--- src/rtl/pt_dec.sv ---
// PT2262-style tri-state frame decoder: measures run lengths on a synchronized line,
// rebuilds twelve 2-bit code bits and qualifies each frame by its sync bit.
// Optional PT_DEC_MATCH2_EN: a word is published only after two identical frames.
module pt_dec #(
  parameter int SHORT    = 4,
  parameter int LONG     = 12,
  parameter int TOL      = 2,
  parameter int SYNC_MIN = 64,
  parameter int CNT_W    = 8
) (
  input  logic        clk,
  input  logic        rst,
  input  logic        din,
  output logic [23:0] ad,
  output logic        valid,
  output logic        err
);

  typedef enum logic [2:0] {IDLE, ARMED, HI, LO, SYNC_HI, SYNC_LO} state_t;

  localparam logic [CNT_W-1:0] S_MIN  = CNT_W'(SHORT - TOL);
  localparam logic [CNT_W-1:0] S_MAX  = CNT_W'(SHORT + TOL);
  localparam logic [CNT_W-1:0] L_MIN  = CNT_W'(LONG - TOL);
  localparam logic [CNT_W-1:0] L_MAX  = CNT_W'(LONG + TOL);
  localparam logic [CNT_W-1:0] SYNC_M = CNT_W'(SYNC_MIN);
  localparam logic [CNT_W-1:0] ONE    = CNT_W'(1);
  localparam logic [1:0] C_S = 2'd0, C_L = 2'd1, C_BAD = 2'd2;

  state_t           state, state_n;
  logic             din_p0, din_p1;
  logic [CNT_W-1:0] hcnt, hcnt_n, lcnt, lcnt_n;
  logic [4:0]       idx, idx_n;
  logic [23:0]      shift, shift_n;
  logic             first, first_n;
  logic             take, fail;
  logic [1:0]       sym;
  logic             s;

  function automatic logic [CNT_W-1:0] sat_inc(input logic [CNT_W-1:0] v);
    return (v == '1) ? v : v + ONE;
  endfunction

  function automatic logic [1:0] run_class(input logic [CNT_W-1:0] r);
    if (r >= S_MIN && r <= S_MAX) return C_S;
    if (r >= L_MIN && r <= L_MAX) return C_L;
    return C_BAD;
  endfunction

  // A pulse is legal only as short-high/long-low or long-high/short-low.
  function automatic logic [1:0] pulse_sym(input logic [CNT_W-1:0] h,
                                           input logic [CNT_W-1:0] l);
    if (run_class(h) == C_S && run_class(l) == C_L) return C_S;
    if (run_class(h) == C_L && run_class(l) == C_S) return C_L;
    return C_BAD;
  endfunction

  assign s   = din_p1;
  assign sym = pulse_sym(hcnt, lcnt);

  always_comb begin
    state_n = state;
    hcnt_n  = hcnt;
    lcnt_n  = lcnt;
    idx_n   = idx;
    shift_n = shift;
    first_n = first;
    take    = 1'b0;
    fail    = 1'b0;
    case (state)
      IDLE: begin
        if (s) begin
          if (lcnt == SYNC_M) begin
            state_n = HI;
            hcnt_n  = ONE;
            idx_n   = '0;
          end else begin
            lcnt_n = '0;
          end
        end else if (lcnt == SYNC_M) begin
          state_n = ARMED;
        end else begin
          lcnt_n = sat_inc(lcnt);
        end
      end
      ARMED: begin
        if (s) begin
          state_n = HI;
          hcnt_n  = ONE;
          idx_n   = '0;
        end
      end
      HI: begin
        if (s) begin
          hcnt_n = sat_inc(hcnt);
        end else begin
          lcnt_n  = ONE;
          state_n = LO;
        end
      end
      LO: begin
        if (!s) begin
          if (lcnt == SYNC_M) fail = 1'b1;
          else lcnt_n = sat_inc(lcnt);
        end else begin
          hcnt_n = ONE;
          if (sym == C_BAD) begin
            fail = 1'b1;
          end else if (idx[0]) begin
            // Pair (first, second): SS->00, LL->01, SL->10; LS is undecodable.
            if (first && !sym[0]) fail = 1'b1;
            else shift_n = {shift[21:0], ~first & sym[0], first & sym[0]};
          end else begin
            first_n = sym[0];
          end
          if (!fail) begin
            idx_n   = idx + 5'd1;
            state_n = (idx == 5'd23) ? SYNC_HI : HI;
          end
        end
      end
      SYNC_HI: begin
        if (s) begin
          hcnt_n = sat_inc(hcnt);
        end else if (run_class(hcnt) != C_S) begin
          fail = 1'b1;
        end else begin
          lcnt_n  = ONE;
          state_n = SYNC_LO;
        end
      end
      SYNC_LO: begin
        // The qualifying gap doubles as the next frame's preamble.
        if (lcnt == SYNC_M) begin
          take = 1'b1;
          if (s) begin
            state_n = HI;
            hcnt_n  = ONE;
            idx_n   = '0;
          end else begin
            state_n = ARMED;
          end
        end else if (s) begin
          fail = 1'b1;
        end else begin
          lcnt_n = sat_inc(lcnt);
        end
      end
      default: state_n = IDLE;
    endcase
    if (fail) begin
      state_n = IDLE;
      hcnt_n  = '0;
      lcnt_n  = '0;
      idx_n   = '0;
      shift_n = '0;
    end
  end

`ifdef PT_DEC_MATCH2_EN
  logic [23:0] cand;
  logic        cand_vld;
`endif

  always_ff @(posedge clk) begin
    if (rst) begin
      din_p0 <= 1'b0;
      din_p1 <= 1'b0;
      state  <= IDLE;
      hcnt   <= '0;
      lcnt   <= '0;
      idx    <= '0;
      shift  <= '0;
      first  <= 1'b0;
      ad     <= '0;
      valid  <= 1'b0;
      err    <= 1'b0;
`ifdef PT_DEC_MATCH2_EN
      cand     <= '0;
      cand_vld <= 1'b0;
`endif
    end else begin
      din_p0 <= din;
      din_p1 <= din_p0;
      state  <= state_n;
      hcnt   <= hcnt_n;
      lcnt   <= lcnt_n;
      idx    <= idx_n;
      shift  <= shift_n;
      first  <= first_n;
      err    <= fail;
`ifdef PT_DEC_MATCH2_EN
      valid <= 1'b0;
      if (fail) cand_vld <= 1'b0;
      if (take) begin
        if (cand_vld && cand == shift) begin
          ad       <= shift;
          valid    <= 1'b1;
          cand_vld <= 1'b0;
        end else begin
          cand     <= shift;
          cand_vld <= 1'b1;
        end
      end
`else
      valid <= take;
      if (take) ad <= shift;
`endif
    end
  end

endmodule

--- config.mk ---
export PLATFORM = sky130hd
export DESIGN_NAME = pt_dec
export DESIGN_NICKNAME = d
export VERILOG_FILES = /design/src/rtl/pt_dec.sv
export SDC_FILE = /design/constraint.sdc
export NUM_CORES = 1
export LEC_CHECK = 0
export ABC_CLOCK_PERIOD_IN_PS = 2100
export CAP_MARGIN = 20
export CORE_MARGIN = 3
export CORE_UTILIZATION = 50
export DETAILED_ROUTE_END_ITERATION = 16
export DONT_BUFFER_PORTS = 1
export PLACE_DENSITY = 0.71
export SKIP_CTS_REPAIR_TIMING = 1
export SLEW_MARGIN = 20
export SYNTH_ARGS = -nofsm -noshare
export SYNTH_HDL_FRONTEND = slang
export SYNTH_SLANG_ARGS = --single-unit
--- constraint.sdc ---
create_clock -name clk -period 2.1 [get_ports clk]
set_input_delay 0.42 -clock clk [delete_from_list [all_inputs] [get_ports clk]]
set_output_delay 0.42 -clock clk [all_outputs]
set_load 0.02 [all_outputs]
Yosys cells after proc, flatten, opt, wreduce, memory -nomap -nowiden
Index checks and enable logic that the tools add are counted.

Register bits: 77. Latch bits: 0. Memory bits (writable): 0. Bits in read-only memories: 0. Input port bits: 3. Output and inout bits: 26. Word-level logic and storage cells: 172. Memories kept: 0.

$add $sub $neg: 3. Multipliers: 0. Div/mod/pow operators: 0. Order comparisons: 8. Equal/unequal tests: 27. Shift operators: 0. Multiplexer cells: 93. Bitwise operators: 6. Reduce and logical (&&, ||, !) cells: 24.

Operators by type and width (number): two-way mux 8 bit (16); two-way mux 2 bit (23); one-hot mux 8 bit (5 select lines) (1); two-way mux 3 bit (11); two-way mux 1 bit (32); one-hot mux 8 bit (4 select lines) (1); two-way mux 5 bit (6); != test 2 bit (second input constant) (13); one-hot mux 5 bit (4 select lines) (1); one-hot mux 3 bit (6 select lines) (1); adder 8 x 1 -> 8 bit (second input constant) (2); equality test 8 bit (second input constant) (2); greater-or-equal comparator 8 x 2 -> 1 bit (second input constant) (2); greater-or-equal comparator 8 x 4 -> 1 bit (second input constant) (2); less-or-equal comparator 8 x 3 -> 1 bit (second input constant) (2); less-or-equal comparator 8 x 4 -> 1 bit (second input constant) (2); AND reduction 8 bit (2); AND reduction 6 bit (2); equality test 8 x 7 -> 1 bit (second input constant) (1); nonzero test 4 bit (2); logical AND 1 bit (7); equality test 3 x 2 -> 1 bit (second input constant) (2); equality test 3 bit (second input constant) (2); OR reduction 2 bit (3); 17 further kinds (23).

Depth between registers and ports, before layout
Depth after elaboration: 31. Gate-level depth with buffers: 9. Mapped depth without buffers: 7.

Worst setup path after synthesis
OpenSTA, ideal clock, no wires.

Path type: reg-to-reg. From: register lcnt[0]. To: register hcnt[6]. Setup time: 0.079 ns. Arrival: 2.075 ns. Required time: 2.021 ns. Path slack: -0.054 ns. Stages on the path, launching flop included: 8. Path buffers: 0. Period minus slack after synthesis: 2.154 ns. Cells stage by stage: dfxtp_1 -> inv_1 -> ha_1 -> nand4bb_1 -> nor4_4 -> o31ai_2 -> or4_1 -> a211oi_2.

Cells in the longest elaborated chain, start to end: 24. Elaborated cells between the ends (all ways): 45. Those cells by class: order compare (4); eq/ne (5); mux (27); reduce/logical (9).

Ends and longest elaborated chain: start, declared (RTL line 31) `logic [CNT_W-1:0] hcnt, hcnt_n, lcnt, lcnt_n;`; start signal, assigned (RTL line 186) `lcnt <= lcnt_n;`; greater-or-equal comparator 8 x 4 -> 1 bit / less-or-equal comparator 8 x 4 -> 1 bit (equally long branches) (RTL line 45) `if (r >= L_MIN && r <= L_MAX) return C_L;`; logical AND 1 bit (RTL line 45); two-way mux 1 bit (2 in a row) (RTL line 45); two-way mux 1 bit (RTL line 53) `if (run_class(h) == C_L && run_class(l) == C_S) return C_L;`; two-way mux 2 bit (RTL line 46) `return C_BAD;`; two-way mux 2 bit (RTL line 45); two-way mux 2 bit (RTL line 53); zero test 2 bit (RTL line 53); (+7 left out); two-way mux 1 bit (RTL line 110) `if (first && !sym[0]) fail = 1'b1;`; two-way mux 1 bit (RTL line 108) `end else if (idx[0]) begin`; two-way mux 1 bit (RTL line 106) `if (sym == C_BAD) begin`; two-way mux 1 bit (RTL line 101) `if (!s) begin`; two-way mux 1 bit (RTL line 69) `case (state)`; two-way mux 1 bit (RTL line 101); one-hot mux 1 bit (3 select lines) (RTL line 69); OR reduction 2 bit (no line); end signal, assigned (RTL line 185) `hcnt <= hcnt_n;`; end, declared (RTL line 31).

Parallel ways exist; a longest one is shown, timed or not. The select of a mux whose other input is x is not followed. A chain may end at the register's enable or synchronous reset.

Worst setup path after layout
From: register lcnt[1]. To: register hcnt[6].

The elaborated chain is that of the path after synthesis.

==> flow_summary.ini <==
[power_and_ir_drop]
combPwrFrac_pct = 12.8
ir_drop_mv = 0.413
power.share.clock_pct = 39.0
power_mw = 3.15
switching_power_mw = 0.823
cellPowerDensity_nw_per_um2 = 660
swShare_pct = 26.1
p_int_mw = 2.33
seq_power_share_pct = 48.2
leakagePower_nw = 1.56

[floorplanning]
coreArea_um2 = 7410
start_util_pct = 52.8
die_w_um = 94.5
die_y_um = 94.5
die_area_um2 = 8920
row_count = 31
io_pins = 29

[timing]
rsz0062_at_grt = true
setup_viol = 0
setup-tns-final_ns = 0
hold_viol = 0
fmax_mhz = 481
skew_ns = 0.0120
setup_slack_ns = 0.0193
finalCritPeriodShare_pct = 99.1
worst_pin_slew_ns = 0.608
holdWs_ns = 0.129
slew_viol_final = 0
fin_crit_ns = 2.08
relSlewSlack_pct = 59.0

[synth]
synth-edff-count = 0
syn_inst = 466
synthDistinctLibCells = 62
synth_flop_cell = dfxtp_1
synth_top_family_by_area = compound AO/OA/AOI/OAI gates
synth_compound_area_share_pct = 28.5
ys_ff_latch = 77
yosysSeqAreaShare_pct = 39.4
synth_fp_nets = 475
synth-simple-area-share_pct = 24.6
synthMuxAreaShare_pct = 0.544
async_flop_share_pct = 0
synth_xor_area_share_pct = 0.224
yosysWarnings = 0
avgSynthCellArea_um2 = 8.40
synth_adder_area_share_pct = 1.92
syn_area_um2 = 3910

[cts]
cts_buffers = 9
path_clk_slew_ns = 0.08
clock-root-buffer = clkbuf_8
worst_skew_pair.late_latency_ns = 0.36
cts_tree = yes
cts_max_level = 3
cts_max_path_buffers = 2
cts.sinks = 77

[worst_hold_path]
min_path_type = input pin to flip-flop
hold_start = rst

[global_route]
grt-ovfl-total = 0
antenna_found_initial = 0
grt_pass1_vias = 3384
grt_usage_pct = 23.3
grt_pass1_wl_mm = 16.6
grt_start_max_net_pins = 31

[critical_path]
crit_path_start = lcnt[1]$_SDFFE_PP0P_
r2r_setup_slack_ns = 0.02
critical_path_class = flip-flop to flip-flop
r2r-end = hcnt[6]$_SDFFE_PP0P_
endpoint = hcnt[6]$_SDFFE_PP0P_
cp.arrival_ns = 2.35
r2r_start = lcnt[1]$_SDFFE_PP0P_
crit_fanout = 6
r2r_cells = 8
cp.required_ns = 2.37
cp-end-kind = flip-flop
cp-start-kind = flip-flop

[drt]
drt_iter0_drc = 282
vias_per_cell = 6.07
wirelength_mm = 9.88
ant_nets = 0
routed.top_layer = met4
dr_total_vias = 3669
firstDrtPassIters = 5
dr_wl_met3_um = 588
wl_met1_mm = 4.69
route.detailed.drc = 0
routedWlPerCell_um = 16.4
met2WireLength_mm = 4.48

[finish]
final_cells = 604
diodes = 0
nFillCells = 606
final_cell_mix = dfxtp_1 (68), nand2_1 (63), buf_4 (49)
design_area_um2 = 4770
final_util_pct = 64.4
mostFrequentLayoutCell = dfxtp_1
drive_gt1_share_pct = 29.9
layout.nets = 510
syn_to_final_growth_pct = 22.0

[run]
cap_viol_max_count = 0

[placed_design]
place_area_um2 = 4320
gp_congestion = 0.930
dpl.hpwl_mm = 6.77
place_ws_ns = -0.131
io_buffers = 0
dp_cells = 583

[outcome]
outcome = complete, no violations
## synthesized netlist by cell type (3+ instances only)
library cell  instances  area share [%]
inv_1                10            0.96
buf_2                 8             1.0
a211oi_2             11             3.5
buf_6                 3            0.86
clkbuf_1             20             1.9
nand2_1              63             6.0
a31oi_1               7             1.1
o31ai_1               5            0.96
and3_1                6            0.96
or4_1                 3            0.58
a21oi_2              20             4.5
o21ai_0              32             4.1
or3_1                 8             1.3
nand4_1               6            0.96
nor3_1               11             1.4
dfxtp_1              77              39
ha_1                  6             1.9
a21oi_1              44             5.6
nand2b_1              4            0.64
nor2_1               14             1.3
nor2b_1               9             1.4
a211oi_1              7             1.3
nand3_1              41             5.2
## routing by layer
layer,global-route usage (%),vias to the layer above
li1,-,1780
met1,34.3,1751
met2,33.9,122
met3,5.18,16
met4,7.33,0
met5,0,-
## logic make-up (layout without fill, tap and decap cells)
| kind of cell | count (synthesis) | after routing |
|---|---|---|
| XOR/XNOR | 1 | 1 |
| multiplexers | 2 | 2 |
| AO/OA/AOI/OAI | 154 | 154 |
| adder cells (fa/ha/maj) | 6 | 6 |
| AND/OR/NAND/NOR | 184 | 184 |
| flip-flops | 77 | 77 |
| buffers and inverters | 42 | 81 |
## area by class of cell
class	count	area, µm²	area share (%)
repair buffers	56	482	10.1
inverters	10	37.5	0.786
well taps	99	124	2.60
flip-flops and latches	77	1560	32.6
clock inverters	6	87.6	1.83
multi-input cells	347	2360	49.5
clock buffers	9	124	2.60
## worst min-delay path by stage
stage | end | slack (ns) | cells past startpoint
floorplan | din_p1$_SDFF_PP0_ | 0.41 | 1
global placement | din_p1$_SDFF_PP0_ | 0.42 | 1
detailed placement | din_p1$_SDFF_PP0_ | 0.42 | 1
CTS | first$_SDFFE_PP0P_ | 0.11 | 1
global route | ad[17]$_SDFFE_PP0P_ | 0.11 | 1
finish | err$_SDFF_PP0_ | 0.13 | 1
## flip-flops by register name, summed over array words and instances (netlist names)
signal and flops:
first 1, hcnt 8, valid 1, state 3, ad 24, err 1, shift 24, idx 5
lcnt 8, din_p1 1, din_p0 1
## worst max-delay path, cell delays in order, from the launching register on
cell and delay [ns]:
dfxtp_2 0.35, inv_2 0.07, ha_4 0.14, nand4bb_4 0.18
nor4_4 0.30, buf_4 0.20, o31ai_4 0.11, or4_4 0.43
a211oi_2 0.20
## power groups by stage
stage	clock network (mW)	logic, mW	registers [mW]
4_1_cts	1.25	0.354	1.51
3_3_place_gp	0	0.348	1.55
5_1_grt	1.32	0.439	1.53
3_5_place_dp	0	0.353	1.55
6_report	1.23	0.403	1.52
2_1_floorplan	0	0.252	1.54
No activity file was read; power rests on OpenSTA's default activity.
